--- src/rtl/kws_pkg.sv ---
// ---------------------------------------------------------------------------
// kws_pkg
// Shared definitions for the keyword-spotting decision path: the decision FSM
// state type, default geometry of the score vectors and moving-average window,
// and a helper that sizes class-index fields.
// Used by kws_score_history, kws_decision and the softmax/host-side blocks.
// ---------------------------------------------------------------------------
package kws_pkg;

    // Decision FSM: wait for a frame, fold it in one class per cycle, then decide.
    typedef enum logic [1:0] {
        IDLE   = 2'd0,
        ACCUM  = 2'd1,
        DECIDE = 2'd2
    } kws_state_t;

    localparam int KWS_NUM_KEYWORDS    = 10;
    localparam int KWS_SCORE_BITS      = 8;
    localparam int KWS_WIN_LOG2        = 3;
    localparam int KWS_SUM_BITS        = KWS_SCORE_BITS + KWS_WIN_LOG2;
    localparam int KWS_REFRACT_FRAMES  = 16;
    localparam int KWS_BG_CLASS        = 0;
    localparam int KWS_DEBOUNCE_FRAMES = 3;

    // Width of a class-index field; never narrower than one bit.
    function automatic int kws_idx_bits(input int n);
        return (n > 1) ? $clog2(n) : 1;
    endfunction

endpackage

--- src/rtl/kws_score_history.sv ---
// ---------------------------------------------------------------------------
// kws_score_history
// Per-class moving-average storage: a NUM_KEYWORDS x 2**WIN_LOG2 history of
// raw scores, the shared write pointer, a saturating fill counter and one
// running sum per class.
// Ports:
//   clk, rst     clock, asynchronous active-high reset
//   clear        synchronous clear of all history, sums, pointer and fill
//   upd_en       fold upd_val into class upd_idx at the current pointer slot
//   upd_idx      class being updated
//   upd_val      new raw score for that class
//   advance      end of frame: move the pointer, bump the fill counter
//   upd_avg      averaged score of upd_idx including upd_val (combinational)
//   full_incl    window is full once the frame being decided is counted
// ---------------------------------------------------------------------------
module kws_score_history
    import kws_pkg::*;
#(
    parameter int NUM_KEYWORDS = KWS_NUM_KEYWORDS,
    parameter int SCORE_BITS   = KWS_SCORE_BITS,
    parameter int WIN_LOG2     = KWS_WIN_LOG2,
    parameter int IDX_W        = kws_idx_bits(KWS_NUM_KEYWORDS)
) (
    input  logic                  clk,
    input  logic                  rst,
    input  logic                  clear,
    input  logic                  upd_en,
    input  logic [IDX_W-1:0]      upd_idx,
    input  logic [SCORE_BITS-1:0] upd_val,
    input  logic                  advance,
    output logic [SCORE_BITS-1:0] upd_avg,
    output logic                  full_incl
);

    localparam int WIN    = 1 << WIN_LOG2;
    localparam int SUM_W  = SCORE_BITS + WIN_LOG2;
    localparam int FILL_W = WIN_LOG2 + 1;

    logic [SUM_W-1:0]      sums [NUM_KEYWORDS];
    logic [SCORE_BITS-1:0] hist [NUM_KEYWORDS][WIN];
    logic [WIN_LOG2-1:0]   wptr;
    logic [FILL_W-1:0]     fill;
    logic [SUM_W-1:0]      next_sum;

    // The slot being overwritten is always part of the current sum, so the
    // subtraction cannot underflow and the sum never exceeds WIN*max score.
    assign next_sum  = sums[upd_idx] - SUM_W'(hist[upd_idx][wptr]) + SUM_W'(upd_val);
    assign upd_avg   = next_sum[SUM_W-1:WIN_LOG2];

    // The fill counter only advances at the end of a frame, so the frame
    // currently being decided is the one that takes it from WIN-1 to WIN.
    assign full_incl = (fill >= FILL_W'(WIN - 1));

    // History, sums, pointer and fill; a clear behaves like a fresh reset so
    // the warm-up window starts over.
    always_ff @(posedge clk or posedge rst) begin
        if (rst) begin
            for (int k = 0; k < NUM_KEYWORDS; k++) begin
                sums[k] <= '0;
                for (int w = 0; w < WIN; w++) hist[k][w] <= '0;
            end
            wptr <= '0;
            fill <= '0;
        end else if (clear) begin
            for (int k = 0; k < NUM_KEYWORDS; k++) begin
                sums[k] <= '0;
                for (int w = 0; w < WIN; w++) hist[k][w] <= '0;
            end
            wptr <= '0;
            fill <= '0;
        end else begin
            if (upd_en) begin
                sums[upd_idx]       <= next_sum;
                hist[upd_idx][wptr] <= upd_val;
            end
            if (advance) begin
                wptr <= wptr + 1'b1;
                if (fill != FILL_W'(WIN)) fill <= fill + 1'b1;
            end
        end
    end

endmodule

--- src/rtl/kws_decision.sv ---
// ---------------------------------------------------------------------------
// kws_decision
// Keyword decision stage after the CNN-KWS softmax. Each accepted score frame
// is folded into per-class moving averages one class per cycle, the winning
// class is found, and a one-cycle detection is emitted when the winner is not
// background, clears the threshold, the window is warm and the refractory
// hold-off has expired.
// Ports:
//   clk, rst      clock, asynchronous active-high reset
//   score_in      packed class scores, class k at [k*SCORE_BITS +: SCORE_BITS]
//   score_valid   frame offered this cycle
//   score_ready   frame can be accepted this cycle (IDLE and no flush)
//   threshold     minimum averaged score, captured with the frame
//   flush         synchronous clear of all history and decision state
//   detect_valid  one-cycle detection strobe
//   detect_idx    detected class, held until the next detection
//   detect_score  averaged score of the detected class, held likewise
//   overrun       sticky flag: a frame was offered while not ready
// Build option: define KWS_DEBOUNCE_EN to require KWS_DEBOUNCE_FRAMES
// consecutive frames agreeing on the same candidate before detecting.
// ---------------------------------------------------------------------------
module kws_decision
    import kws_pkg::*;
#(
    parameter int NUM_KEYWORDS   = KWS_NUM_KEYWORDS,
    parameter int SCORE_BITS     = KWS_SCORE_BITS,
    parameter int WIN_LOG2       = KWS_WIN_LOG2,
    parameter int REFRACT_FRAMES = KWS_REFRACT_FRAMES,
    parameter int BG_CLASS       = KWS_BG_CLASS,
    parameter int IDX_W          = kws_idx_bits(KWS_NUM_KEYWORDS)
) (
    input  logic                               clk,
    input  logic                               rst,
    input  logic [NUM_KEYWORDS*SCORE_BITS-1:0] score_in,
    input  logic                               score_valid,
    output logic                               score_ready,
    input  logic [SCORE_BITS-1:0]              threshold,
    input  logic                               flush,
    output logic                               detect_valid,
    output logic [IDX_W-1:0]                   detect_idx,
    output logic [SCORE_BITS-1:0]              detect_score,
    output logic                               overrun
);

    localparam int REF_W = $clog2(REFRACT_FRAMES + 1);

    kws_state_t                          state, state_next;
    logic [IDX_W-1:0]                    k_cnt;
    logic [NUM_KEYWORDS*SCORE_BITS-1:0]  frame_q;
    logic [SCORE_BITS-1:0]               thr_q;
    logic [IDX_W-1:0]                    best_idx;
    logic [SCORE_BITS-1:0]               best_avg;
    logic [REF_W-1:0]                    refract_cnt;
    logic                                accept;
    logic                                hist_upd;
    logic                                hist_adv;
    logic [SCORE_BITS-1:0]               upd_avg;
    logic                                full_incl;
    logic                                candidate;
    logic                                debounce_ok;
    logic                                do_detect;

    kws_score_history #(
        .NUM_KEYWORDS (NUM_KEYWORDS),
        .SCORE_BITS   (SCORE_BITS),
        .WIN_LOG2     (WIN_LOG2),
        .IDX_W        (IDX_W)
    ) u_history (
        .clk       (clk),
        .rst       (rst),
        .clear     (flush),
        .upd_en    (hist_upd),
        .upd_idx   (k_cnt),
        .upd_val   (frame_q[int'(k_cnt)*SCORE_BITS +: SCORE_BITS]),
        .advance   (hist_adv),
        .upd_avg   (upd_avg),
        .full_incl (full_incl)
    );

    assign accept = score_valid && score_ready;

    // FSM state register.
    always_ff @(posedge clk or posedge rst) begin
        if (rst) state <= IDLE;
        else     state <= state_next;
    end

    // Next state and per-state strobes; a flush anywhere abandons the frame.
    always_comb begin
        state_next  = state;
        score_ready = 1'b0;
        hist_upd    = 1'b0;
        hist_adv    = 1'b0;
        case (state)
            IDLE: begin
                score_ready = !flush;
                if (accept) state_next = ACCUM;
            end
            ACCUM: begin
                hist_upd = 1'b1;
                if (k_cnt == IDX_W'(NUM_KEYWORDS - 1)) state_next = DECIDE;
            end
            DECIDE: begin
                hist_adv   = 1'b1;
                state_next = IDLE;
            end
            default: state_next = IDLE;
        endcase
        if (flush) state_next = IDLE;
    end

    // Frame capture and class sweep counter; the counter rests at 0 outside
    // ACCUM so each frame starts with class 0.
    always_ff @(posedge clk or posedge rst) begin
        if (rst) begin
            frame_q <= '0;
            thr_q   <= '0;
            k_cnt   <= '0;
        end else begin
            if (accept) begin
                frame_q <= score_in;
                thr_q   <= threshold;
            end
            if (state == ACCUM && !flush) k_cnt <= k_cnt + 1'b1;
            else                          k_cnt <= '0;
        end
    end

    // Running argmax over the freshly updated averages; strict '>' keeps the
    // lowest index on a tie.
    always_ff @(posedge clk or posedge rst) begin
        if (rst) begin
            best_idx <= '0;
            best_avg <= '0;
        end else if (flush) begin
            best_idx <= '0;
            best_avg <= '0;
        end else if (state == ACCUM) begin
            if (k_cnt == '0 || upd_avg > best_avg) begin
                best_idx <= k_cnt;
                best_avg <= upd_avg;
            end
        end
    end

    assign candidate = full_incl && (best_idx != IDX_W'(BG_CLASS)) && (best_avg >= thr_q);

`ifdef KWS_DEBOUNCE_EN
    localparam int DB_W = $clog2(KWS_DEBOUNCE_FRAMES + 1);

    logic [DB_W-1:0]  db_cnt, db_next;
    logic [IDX_W-1:0] db_idx;

    // Count consecutive frames nominating the same candidate, saturating at
    // the required run length; this frame's vote is included.
    always_comb begin
        db_next = '0;
        if (candidate) begin
            if (db_cnt != '0 && db_idx == best_idx)
                db_next = (db_cnt >= DB_W'(KWS_DEBOUNCE_FRAMES)) ? db_cnt : db_cnt + 1'b1;
            else
                db_next = DB_W'(1);
        end
    end

    assign debounce_ok = (db_next >= DB_W'(KWS_DEBOUNCE_FRAMES));

    // Debounce history, updated once per decided frame and reset by a detection.
    always_ff @(posedge clk or posedge rst) begin
        if (rst) begin
            db_cnt <= '0;
            db_idx <= '0;
        end else if (flush) begin
            db_cnt <= '0;
            db_idx <= '0;
        end else if (state == DECIDE) begin
            if (candidate) db_idx <= best_idx;
            db_cnt <= do_detect ? '0 : db_next;
        end
    end
`else
    assign debounce_ok = 1'b1;
`endif

    assign do_detect = (state == DECIDE) && !flush && candidate &&
                       (refract_cnt == '0) && debounce_ok;

    // Registered detection outputs and refractory hold-off.
    always_ff @(posedge clk or posedge rst) begin
        if (rst) begin
            detect_valid <= 1'b0;
            detect_idx   <= '0;
            detect_score <= '0;
            refract_cnt  <= '0;
        end else if (flush) begin
            detect_valid <= 1'b0;
            detect_idx   <= '0;
            detect_score <= '0;
            refract_cnt  <= '0;
        end else begin
            detect_valid <= do_detect;
            if (do_detect) begin
                detect_idx   <= best_idx;
                detect_score <= best_avg;
                refract_cnt  <= REF_W'(REFRACT_FRAMES);
            end else if (state == DECIDE && refract_cnt != '0) begin
                refract_cnt <= refract_cnt - 1'b1;
            end
        end
    end

    // Sticky overrun flag; flush wins over a simultaneous offer.
    always_ff @(posedge clk or posedge rst) begin
        if (rst)                              overrun <= 1'b0;
        else if (flush)                       overrun <= 1'b0;
        else if (score_valid && !score_ready) overrun <= 1'b1;
    end

endmodule

--- config.mk ---
export PLATFORM = sky130hd
export DESIGN_NAME = kws_decision
export DESIGN_NICKNAME = d
export VERILOG_FILES = /design/src/rtl/kws_pkg.sv /design/src/rtl/kws_score_history.sv /design/src/rtl/kws_decision.sv
export SDC_FILE = /design/constraint.sdc
export NUM_CORES = 2
export LEC_CHECK = 0
export CORE_UTILIZATION = 50
export CTS_CLUSTER_SIZE = 14
export DETAILED_ROUTE_END_ITERATION = 6
export GPL_TIMING_DRIVEN = 0
export PLACE_DENSITY_LB_ADDON = 0.15
export SLEW_MARGIN = 20
export SYNTH_ARGS = -nofsm -noshare
export SYNTH_HDL_FRONTEND = slang
export SYNTH_SLANG_ARGS = --single-unit
--- constraint.sdc ---
create_clock -name clk -period 41.8 [get_ports clk]
set_input_delay 6.27 -clock clk [delete_from_list [all_inputs] [get_ports clk]]
set_output_delay 6.27 -clock clk [all_outputs]
set_load 0.01 [all_outputs]
# Word level (Yosys, flattened, before mapping)
# Index checks and enable logic that the tools add are counted.
[classes]
n_addsub = 6
n_lt_le_gt_ge = 7
n_eq_ne = 6
shift = 1
muxes = 50
bitwise_logic = 2
n_reduce_logical = 30
[ops]
columns = ["op", "count"]
rows = [
  ["$mux W640", 2],
  ["$bwmux W640", 1],
  ["$bmux W64 S4", 1],
  ["$demux W64 S4", 1],
  ["$mux W110", 2],
  ["$mux W64", 3],
  ["$bwmux W110", 1],
  ["$shiftx A80 B8 Y8", 1],
  ["$mux W8", 8],
  ["$bmux W11 S4", 1],
  ["$demux W11 S4", 1],
  ["$mux W4", 9],
  ["$mux W11", 3],
  ["$bmux W8 S3", 1],
  ["$demux W8 S3", 1],
  ["$mux W5", 3],
  ["$reduce_bool A2 Y1", 7],
  ["$add A11 B8 Y11", 1],
  ["$logic_and A1 B1 Y1", 11],
  ["$sub A11 B8 Y11", 1],
  ["$add A4 B1 Y4 const B", 2],
  ["$ge A8 B8 Y1", 1],
  ["$gt A8 B8 Y1", 1],
  ["$mux W1", 6],
  ["other kinds (26)", 33],
]
[word_totals]
ff_bits = 882
input_bits = 92
output_inout_bits = 15
word_cells = 205

# Longest topological paths before layout
[logic_depth]
word_depth = 14
depth_mapped = 31
mapped_depth_nobuf = 24

# By module
# Synthesis repeated with hierarchy kept, for this count alone.
[hier_totals]
cells_unflattened = 4636
hier_area_um2 = 44602.8
[by_module_without_submodules]
columns = ["mod", "instances", "cells_per_inst", "area_per_inst_um2", "seq_area_each_um2"]
rows = [
  ["kws_score_history", 1, 4169, 38569.5, 18943.2],
  ["kws_decision", 1, 467, 6033.3, 3128.0],
]

# Worst setup path after synthesis
# OpenSTA, ideal clock, no wires.
[synth_path]
path_kind = "input to output"
start = "input port flush"
end = "output port score_ready"
arrival_ns = 6.758
t_required_ns = 35.530
path_slack_ns = 28.772
cell_stages = 2
path_buffers = 1
cell_sequence = "clkbuf_1 > nor3_1"
[synth_between]
elab_chain_cells = 2
[synth_rtl]
columns = ["element", "line_no", "rtl"]
rows = [
  ["start, declared", "kws_decision.sv:38", "input logic flush,"],
  ["$logic_not A1 Y1", "kws_decision.sv:96", "score_ready = !flush;"],
  ["$mux W1", "kws_decision.sv:94", "case (state)"],
  ["end, declared", "kws_decision.sv:36", "output logic score_ready,"],
]
# No other way between the ends.

# Worst setup path after layout
# Same ends and word-level chain as after synthesis.

==> flow_summary.json <==
{
  "outcome": "completed",
  "start_util_pct": 50.6,
  "synth_flop_cell": "dfrtp_1",
  "cp.arrival_ps": 7370,
  "grtUsageMet3_pct": 10.4,
  "ys_seq_area_share_pct": 51.1,
  "slew_headroom_pct": 12.8,
  "path_class": "in -> out",
  "syn2layout_area_growth_pct": 13.9,
  "grt_pass1_wl_um": 265000,
  "ys_ff_latch": 882,
  "pin_count": 107,
  "grt_max_degree": 102,
  "critPathMaxStageDelay_ps": 590,
  "dpl.cell_count": 5703,
  "dieWidth_um": 296,
  "cp-startpoint": "flush",
  "drc_errors": 0,
  "stdcell_count": 5885,
  "chipHeight_um": 296,
  "min_period_ps": 13640,
  "end_kind": "primary output",
  "worstPathCellList": "clkbuf_1 -> nor3_1 -> clkdlybuf4s50_1",
  "leakagePower_nw": 21.4,
  "cts_tree": "yes",
  "yosysTopAreaCellShare_pct": 51.1,
  "wl_um": 188000,
  "cap_violations": 0,
  "grt_pass1_vias": 36300,
  "syn_area_mm2": 0.0432,
  "dp_hpwl_um": 133000,
  "gp_congestion": 1.09,
  "fin_tns_setup_ps": 0,
  "yosys_warnings": 0,
  "final-setup-viol-count": 0,
  "synth.area.top_cells": "dfrtp_1 (51%), nor2_1 (11%), mux4_2 (7.2%)",
  "vias": 37600,
  "cp.required_ps": 35530,
  "cts_setup_buffers": 0,
  "cp_max_fo": 6,
  "async_flop_share_pct": 100,
  "cts_buffers": 97,
  "hold-worst-slack_ps": 502,
  "r2r_start": "k_cnt[1]$_DFF_PP0_",
  "ys_types": 78,
  "finClkSkew_ps": 34.1,
  "worst_path_max_delay_cell": "clkdlybuf4s50_1",
  "root_buffer": "clkbuf_16",
  "synth_area_leader_cell": "dfrtp_1",
  "clock_path_buffers": 3,
  "worst_slack_ps": 28160,
  "syn_inst": 4444,
  "critPathLaunchType": "primary input",
  "drtPass1Iterations": 6,
  "max_freq_ghz": 0.0733,
  "avgSynthCellArea_um2": 9.71,
  "path_clk_slew_ps": 60,
  "pre_cts_slack_ps": 28170,
  "rsz0062_at_grt": "no",
  "grt-ovfl-total": 0,
  "powerDensity_mw_per_mm2": 47.1,
  "io_buffers": 105,
  "drive_above_1_share_pct": 12.3,
  "design.die.area_mm2": 0.0875,
  "htreeDepth": 3,
  "hold_start": "frame_q[59]$_DFFE_PP0P_",
  "tightest_slew_ps": 1310,
  "syn_nets": 4579,
  "irDropWorstVdd_uv": 43.3,
  "clkLatencyLatePin_ps": 720,
  "drtIter0Drc": 4677,
  "fp-row-count": 107,
  "antenna_left": 0,
  "finalMaxSlewViolations": 0,
  "synth_edf_count": 0,
  "routedWlPerCell_um": 32.0,
  "hold_viol": 0,
  "period_share_pct": 32.6,
  "grt_use_total_pct": 43.5,
  "clock-sinks": 882,
  "nets": 4793,
  "total_power_mw": 2.32,
  "busiest_layer": "met2",
  "groute.layer.met1.usage_pct": 55.9,
  "min_path_type": "reg -> reg",
  "cts_resized": 0,
  "core_area_mm2": 0.0853,
  "grtUsageMet2_pct": 64.7,
  "antenna_found_initial": 8,
  "viasPerCell": 6.38,
  "cts_hold_buf": 0
}
metal layers:
metal	vias up	wire length [um]
li1	15800	-
met1	18800	71300
met2	2372	81700
met3	604	19100
met4	4	16200
met5	-	25
cells by family after synthesis:
kind of cell	after synthesis	synth area share (%)
AOI/OAI and AO/OA	994	13.6
adders and majority gates	43	1.39
muxes	380	13.2
DFF	882	51.1
and+or+nand+nor	1683	15.6
buffers and inverters	444	4.72
xor gates and xnor gates	18	0.365
through the flow:
step	cell area, um2	utilization, %
finish	49100	57.6
global route	49100	57.6
CTS	49100	57.6
detailed placement	45900	53.9
global placement	45600	53.5
floorplan	43200	-
critical path: cells and delay by family:
| kind | cells | cell delay [ps] |
|---|---|---|
| buffers and inverters | 2 | 820 |
| AND/OR/NAND/NOR | 1 | 280 |
cell usage after synthesis, types with 5 or more instances:
cell type / instances
a31oi_1: 12
and3_1: 16
buf_6: 16
xor2_1: 5
nor2b_1: 9
fa_1: 8
nand4_1: 9
o22ai_1: 20
o221ai_1: 6
mux4_2: 138
buf_1: 16
mux2_2: 116
nand3b_1: 13
o31ai_1: 7
xnor2_1: 13
a311oi_1: 5
nor3_1: 23
o211ai_1: 5
a221oi_1: 14
a311o_1: 10
and4_1: 10
nor2_1: 1216
nor4_1: 5
nand3_1: 42
buf_4: 21
mux2i_1: 124
a22oi_1: 10
nand2_1: 305
o21ai_0: 62
ha_1: 35
a21oi_1: 620
inv_1: 48
buf_2: 108
clkbuf_1: 231
a211oi_1: 162
a22o_1: 5
dfrtp_1: 882
a21o_1: 5
o22a_1: 19
registers in the layout, summed over array words and instances, names as in the netlist, 5 cells and up:
signal and flops:
refract_cnt 5, thr_q 8, u_history.sums 110, u_history.hist 640, detect_score 8, best_avg 8, frame_q 80
power breakdown:
| group | internal (mW) | switching [mW] |
|---|---|---|
| clock network | 0.497 | 0.378 |
| registers | 0.882 | 0.0161 |
| logic | 0.147 | 0.398 |
path summary, 6_finish.rpt:
check / end / slack (ps) / cells after the start
worst max-delay path: score_ready / 28160 / 3
worst min-delay path: frame_q[59]$_DFFE_PP0P_ / 500 / 1
worst max register to register: best_avg[1]$_DFFE_PP0P_ / 32440 / 25
worst min register to register: frame_q[59]$_DFFE_PP0P_ / 500 / 1
max in group asynchronous: u_history.hist[191]$_DFFE_PP0P_ / 33690 / 6
min in group asynchronous: frame_q[23]$_DFFE_PP0P_ / 5960 / 2
cells in the final DEF, fill, tap and decap left out, types with 12 or more instances in the layout:
master | synthesis | routed
nand3b_1 | 13 | 13
inv_1 | 48 | 47
buf_4 | 21 | 21
clkbuf_8 | 0 | 20
nand3_1 | 42 | 42
nor3_1 | 23 | 23
dfrtp_1 | 882 | 882
a211oi_1 | 162 | 162
ha_1 | 35 | 35
and3_1 | 16 | 16
mux2i_1 | 124 | 124
a31oi_1 | 12 | 12
clkbuf_16 | 0 | 97
buf_6 | 16 | 16
buf_1 | 16 | 16
mux2_2 | 116 | 116
nand2_1 | 305 | 305
xnor2_1 | 13 | 13
o21ai_0 | 62 | 62
clkdlybuf4s50_1 | 0 | 105
buf_2 | 108 | 108
o22ai_1 | 20 | 20
o22a_1 | 19 | 19
mux4_2 | 138 | 138
clkinv_2 | 0 | 20
nor2_1 | 1216 | 1216
clkbuf_1 | 231 | 252
a221oi_1 | 14 | 14
a21oi_1 | 620 | 620
layout make-up:
| class | instances | area, um2 |
|---|---|---|
| timing repair buffer | 115 | 1330 |
| fill | 7542 | 36100 |
| clock buffer | 141 | 2790 |
| clock inverter | 36 | 405 |
| multi-input combinational | 3118 | 19100 |
| antenna | 5 | 12.5 |
| sequential | 882 | 22100 |
| inverter | 49 | 191 |
| buffer | 395 | 1860 |
| tap | 1144 | 1430 |
Power figures use the tool's default switching activity.
